### config.mk
export PLATFORM = sky130hd
export DESIGN_NAME = updown_counter_mux_display
export DESIGN_NICKNAME = d
export VERILOG_FILES = /design/src/rtl/updown_counter_mux_display.sv
export SDC_FILE = /design/constraint.sdc
export NUM_CORES = 1
export LEC_CHECK = 0
export BUFFER_PORTS_ARGS = -buffer_cell sky130_fd_sc_hd__buf_2
export CORE_MARGIN = 8
export CORE_UTILIZATION = 50
export CTS_BUF_LIST = sky130_fd_sc_hd__clkbuf_8
export DETAILED_ROUTE_END_ITERATION = 10
export PLACE_DENSITY_LB_ADDON = 0.08
export SLEW_MARGIN = 5
export SYNTH_ARGS = -nofsm -noshare
export SYNTH_HDL_FRONTEND = slang
export SYNTH_SLANG_ARGS = --single-unit
### constraint.sdc
create_clock -name clk -period 2.42 [get_ports clk]
set_clock_uncertainty 0.05 [all_clocks]
set_input_delay 0.242 -clock clk [delete_from_list [all_inputs] [get_ports clk]]
set_output_delay 0.242 -clock clk [all_outputs]
set_load 0.05 [all_outputs]
### src/rtl/updown_counter_mux_display.sv
// Button-stepped up/down counter with a time-multiplexed hex digit scan.
// Define DEBOUNCE_EN to insert a DEB_CYCLES debounce filter after the synchroniser.
module updown_counter_mux_display #(
  parameter int WIDTH       = 16,
  parameter int DIGITS      = WIDTH / 4,
  parameter int RESET_VAL   = 'h1f,
  parameter int REFRESH_DIV = 1000000,
  parameter int DEB_CYCLES  = 1000000
) (
  input  logic             clk,
  input  logic             rst,
  input  logic             button,
  input  logic [6:0]       ctrl,
  input  logic [WIDTH-1:0] load_val,
  output logic [WIDTH-1:0] count,
  output logic             wrapped,
  output logic [3:0]       result,
  output logic [2:0]       choice
);

  localparam int RW = (REFRESH_DIV > 1) ? $clog2(REFRESH_DIV) : 1;

  if ((WIDTH % 4) != 0 || WIDTH < 4 || WIDTH > 32 ||
      DIGITS < 1 || DIGITS > 8 || DIGITS * 4 > WIDTH ||
      REFRESH_DIV < 1 || DEB_CYCLES < 1) begin : g_bad_param
    $error("updown_counter_mux_display: illegal parameters");
  end

  logic             s1_q, s2_q, prev_q, armed_q;
  logic             armed_d;
  logic [1:0]       vld_q, vld_d;
  logic             lvl, press;
  logic [WIDTH-1:0] count_q, count_d;
  logic             wrapped_q, wrapped_d;
  logic [RW-1:0]    ref_q, ref_d;
  logic [2:0]       choice_q, choice_d;
  logic             tick;
  logic [WIDTH:0]   step_w, sum_w, dif_w;
  logic [WIDTH-1:0] shifted;

`ifdef DEBOUNCE_EN
  localparam int DW = $clog2(DEB_CYCLES + 1);
  logic          deb_q, deb_d;
  logic [DW-1:0] dcnt_q, dcnt_d;

  always_comb begin
    deb_d  = deb_q;
    dcnt_d = '0;
    if (s2_q != deb_q) begin
      if (dcnt_q == DW'(DEB_CYCLES - 1)) begin
        deb_d = s2_q;
      end else begin
        dcnt_d = dcnt_q + DW'(1);
      end
    end
  end

  always_ff @(posedge clk) begin
    if (rst) begin
      deb_q  <= 1'b0;
      dcnt_q <= '0;
    end else begin
      deb_q  <= deb_d;
      dcnt_q <= dcnt_d;
    end
  end

  assign lvl = deb_q;
`else
  assign lvl = s2_q;
`endif

  // A button held through reset must be seen low once before it may press.
  assign vld_d   = {vld_q[0], 1'b1};
  assign armed_d = armed_q | (vld_q[1] & ~s2_q);
  assign press   = lvl & ~prev_q & armed_q;

  always_comb begin
    step_w    = {{(WIDTH - 3){1'b0}},
                 (ctrl[6:3] == 4'd0) ? 4'd1 : ctrl[6:3]};
    sum_w     = {1'b0, count_q} + step_w;
    dif_w     = {1'b0, count_q} - step_w;
    count_d   = count_q;
    wrapped_d = 1'b0;
    if (press) begin
      if (ctrl[2]) begin
        count_d = load_val;
      end else if (ctrl[0]) begin
        if (sum_w[WIDTH] && ctrl[1]) begin
          count_d = '1;
        end else begin
          count_d   = sum_w[WIDTH-1:0];
          wrapped_d = sum_w[WIDTH];
        end
      end else begin
        if (dif_w[WIDTH] && ctrl[1]) begin
          count_d = '0;
        end else begin
          count_d   = dif_w[WIDTH-1:0];
          wrapped_d = dif_w[WIDTH];
        end
      end
    end
  end

  always_comb begin
    tick     = (ref_q == RW'(REFRESH_DIV - 1));
    ref_d    = tick ? '0 : ref_q + RW'(1);
    choice_d = choice_q;
    if (tick) begin
      choice_d = (choice_q == 3'(DIGITS - 1)) ? 3'd0 : choice_q + 3'd1;
    end
  end

  always_ff @(posedge clk) begin
    if (rst) begin
      s1_q      <= 1'b0;
      s2_q      <= 1'b0;
      prev_q    <= 1'b0;
      armed_q   <= 1'b0;
      vld_q     <= '0;
      count_q   <= WIDTH'(RESET_VAL);
      wrapped_q <= 1'b0;
      ref_q     <= '0;
      choice_q  <= '0;
    end else begin
      s1_q      <= button;
      s2_q      <= s1_q;
      prev_q    <= lvl;
      armed_q   <= armed_d;
      vld_q     <= vld_d;
      count_q   <= count_d;
      wrapped_q <= wrapped_d;
      ref_q     <= ref_d;
      choice_q  <= choice_d;
    end
  end

  assign shifted = count_q >> {choice_q, 2'b00};
  assign result  = shifted[3:0];
  assign count   = count_q;
  assign wrapped = wrapped_q;
  assign choice  = choice_q;

endmodule

Word-level counts from Yosys, hierarchy flattened. Cells that the tools add are included.

Bitwise operators: 7. Add/subtract/negate cells: 4. Magnitude comparators: 0. Equal/unequal tests: 2. Reduce and logical (&&, ||, !) cells: 5. Div/mod/pow operators: 0. Mux-type cells: 10. Multiply operators: 0. Shifts and indexed selects: 1.

Operators with widths (number): 16-bit 2-to-1 mux (4); 20-bit by 1-bit adder with 20-bit output, second input constant (1); 20-bit equality test, second input constant (1); 16-bit by 4-bit adder with 17-bit output (1); 16-bit by 4-bit subtractor with 17-bit output (1); 16-bit by 5-bit right shift with 4-bit output (1); 4-bit zero test (1); 1-bit 2-to-1 mux (4); 4-bit 2-to-1 mux (1); 3-bit by 1-bit adder with 3-bit output, second input constant (1); 1-bit bitwise AND (3); 3-bit by 2-bit equality test with 1-bit output, second input constant (1); 3-bit 2-to-1 mux (1); 1-bit NOT (3); 3-bit OR reduction (1); 1-bit logical AND (2); 2-bit OR reduction (1); 1-bit OR (1).

Memories: 0. Input bits: 26. Bits in latches: 0. Logic and storage cells: 39. RAM bits: 0. Output and inout bits: 24. Bits in registers: 46. ROM bits: 0.

Depth between registers and ports, before layout.
Word-level depth: 7. Gate-level depth with buffers: 10. Gate-level depth less buffers: 10.

Least setup slack after synthesis. Ideal clock, no wire load.

Kind: register to register. From: register count_q[0] (netlist: count[0]). To: register count_q[3] (netlist: count[3]). Library setup time: 78 ps. Path slack: -496 ps. Period minus slack after synthesis: 2916 ps. Arrival: 2788 ps. Stages on the path, launching flop included: 10. Required time: 2292 ps. Path through: dfxtp_1 -> inv_1 -> ha_1 -> fa_1 -> nor2b_1 -> o21ai_0 -> and3_1 -> or2_2 -> or3_1 -> a32oi_1.

Longest elaborated chain between the ends: 5. Elaborated cells on any way between the ends: 8. Classes of those cells: add/sub: 2; mux: 4; reduce/logical: 2.

RTL lines: start, declared (line 33) `logic [WIDTH-1:0] count_q, count_d;`; start signal, assigned (line 122) `count_q <= WIDTH'(RESET_VAL);`; start signal, assigned (line 132) `count_q <= count_d;`; 16-bit by 4-bit subtractor with 17-bit output or 16-bit by 4-bit adder with 17-bit output (tied branches) (line 82, 81); 1-bit logical AND (on tied branches) (line 96, 89); 16-bit 2-to-1 mux (on tied branches) (line 96, 89); 16-bit 2-to-1 mux * (line 88) `end else if (ctrl[0]) begin`; 16-bit 2-to-1 mux * (line 86) `if (ctrl[2]) begin`.

Mark *: on every way between the ends. The rest lies on a longest branch, timed or not. A chain may end at the register's enable or synchronous reset.

Worst setup path after layout.
From: register count_q[3] (netlist: count[3]). To: register count_q[13] (netlist: count[13]).

The elaborated chain is that of the path after synthesis.

==> results.toml <==
[die]
core_mm2 = 0.00635
dieArea_mm2 = 0.00938
row_count = 29
die_y_um = 96.8
start_util = 0.514
pin_count = 50
die_w_um = 96.8

[sta]
period_share = 0.988
maxSlewViolCount = 0
fin_crit_ns = 2.39
hold_viol = 0
fmax_ghz = 0.418
worst_pin_slew_ns = 0.591
setup_violations = 0
setup_tns_ns = 0
setup_ws_ns = 0.0279
slew_headroom = 0.602
rsz0062_at_grt = "true"

[synth]
yosys.cell_count.top_type = "dfxtp_1"
synth_common_cells = "dfxtp_1 (46), nor2_1 (39), nand2_1 (27), o21ai_0 (23), nand3_1 (21)"
yosys.area.top_type = "dfxtp_1"
ys.flop_type = "dfxtp_1"
yosysTopAreaCellShare = 0.282
yosys_warnings = 0
synthArstFlopShare = 0
synth_seq_cells = 46
synth.area.top_cells = "dfxtp_1 (28%), xor2_1 (4.8%), nor2_1 (4.5%)"
syn_nets = 442
synth_cell_type_count = 72
synth_edf_count = 0
synthCells = 404
synth_area_mm2 = 0.00327
avgSynthCellArea_um2 = 8.09
ys_seq_area_frac = 0.282

[worst_hold_path]
holdCritPathClass = "in2reg"
min_path_cells = 2

[cells_and_area]
antennaDiodeCount = 0
fin_cells = 561
synthToLayoutAreaGrowth_pct = 25.4
final_core_util = 0.645
nets = 521
postLayoutCellArea_mm2 = 0.00410
drive_above_1_share = 0.322

[place]
place_inst = 551
hpwlAfterDp_um = 8130
gp_congestion = 0.949
place_area_mm2 = 0.00388
dpl_worst_slack_ns = -0.190
port_buffers = 49

[worst_setup_path]
critPathRequiredTime_ns = 2.57
rrSetupSlack_ns = 0.03
startpoint_type = "flip-flop"
critPathMaxFanout = 4
rr_endpoint = "count[13]"
critical_path_arrival_ns = 2.55
cp-startpoint = "count[3]"
path_common_cell = "or3_4"
critical_path_class = "reg2reg"
endpoint_kind = "flip-flop"
crit_end = "count[13]"
r2r_cells = 7
critical_path.max_stage_delay_ns = 0.46
worstPathCellList = "ha_4 -> or3_4 -> or4_4 -> or3_4 -> nor3_4 -> o32ai_4 -> a211o_1"
rr_startpoint = "count[3]"
slowest_stage = "or4_4"

[cts]
clkLatencyLatePin_ns = 0.30
clockBufferDepth = 2
cts_buffers = 5
cts_root_buf = "clkbuf_8"
cts_tree = "yes"
htreeDepth = 2
cts_num_sinks = 46
holdBufCountCts = 0
path_clk_slew_ns = 0.10

[status]
status = "completed"

[routing]
num_vias = 3439
final_antenna_net_count = 0
first_pass_iters = 5
viasPerCell = 6.13
wl_per_cell_um = 19.0
drc_errors = 0
wirelength_um = 10700
drt_first_iter_violations = 272

[grt]
grt_pass1_vias = 3428
grtUsageTotal = 0.219
antenna_found_initial = 0
grt_remaining_overflow = 0
grt_max_degree = 21
grt_pass1_wl_um = 17300

[power_and_ir_drop]
p_leak_nw = 1.65
powerDensity_mw_per_mm2 = 414
vdd_ir_drop_max_mv = 0.345

[job]
drv_cap = 0
-- report_power, final --
group          total [W]  switching (W)  internal (W)
sequential      0.000777      0.0000113      0.000766
combinational   0.000305       0.000176      0.000129
clock           0.000613       0.000298      0.000315
total            0.00170       0.000486       0.00121
-- layout by cell type, fill, tap and decap left out, types with 9 or more instances in the layout --
cell type  instances
a21oi_1           16
xor2_1            18
o21ai_0           22
nand3_1           21
nor2_1            38
nand2_1           27
dfxtp_1           40
buf_2             49
buf_4             53
inv_1             14
nand4_1            9
-- sequential cells by signal, indices dropped and copies added (netlist names) --
register	flops
s1_q	1
choice	3
vld_q	2
prev_q	1
ref_q	20
count	16
lvl	1
armed_q	1
wrapped	1
-- cells by family after synthesis --
logic type	Yosys count	share of synthesized area
simple gates	173	0.290
compound gates	95	0.201
flops	46	0.282
buf+inv	45	0.0686
xor+xnor	26	0.0697
fa+ha+maj	12	0.0506
mux	7	0.0379
-- layout make-up --
cell class / count / area, um2
fillers: 569 / 2250
clock buffers: 5 / 68.8
clock inverters: 3 / 48.8
multi-input cells: 313 / 2240
well taps: 77 / 96.3
flip-flops and latches: 46 / 938
inverters: 15 / 56.3
repair buffers: 102 / 643
-- per-layer routing --
layer  wire [um]  vias up  track usage
met5           0        -            0
met4         371        0       0.0970
met3         800       29       0.0541
met2        4730      154        0.338
met1        4750     1624        0.282
li1            -     1632            -
-- metrics by stage --
| stage | hold slack [ns] | total power, W |
|---|---|---|
| finish | 0.109 | 0.00170 |
| global route | 0.0947 | 0.00176 |
| CTS | 0.0994 | 0.00169 |
| detailed placement | 0.375 | 0.00108 |
| global placement | 0.374 | 0.00108 |
| floorplan | 0.271 | 0.000962 |
-- repair_timing --
item | CTS | global route
setup endpoints to repair | 0 | 7
buffers inserted | 0 | 2
resized for setup | 0 | 15
-- worst min-delay path by stage --
stage          startpoint       to
2_1_floorplan     ctrl[1]  wrapped
3_5_place_dp         s1_q      lvl
6_report           button     s1_q
3_3_place_gp         s1_q      lvl
5_1_grt            button     s1_q
4_1_cts            button     s1_q
-- worst max-delay path, delay by kind of cell (launching register included) --
| family | cells | cell delay [ns] |
|---|---|---|
| AOI/OAI and AO/OA | 2 | 0.36 |
| adders and majority gates | 1 | 0.16 |
| DFF | 1 | 0.36 |
| and+or+nand+nor | 4 | 1.36 |
No activity file was read; power rests on OpenSTA's default activity.
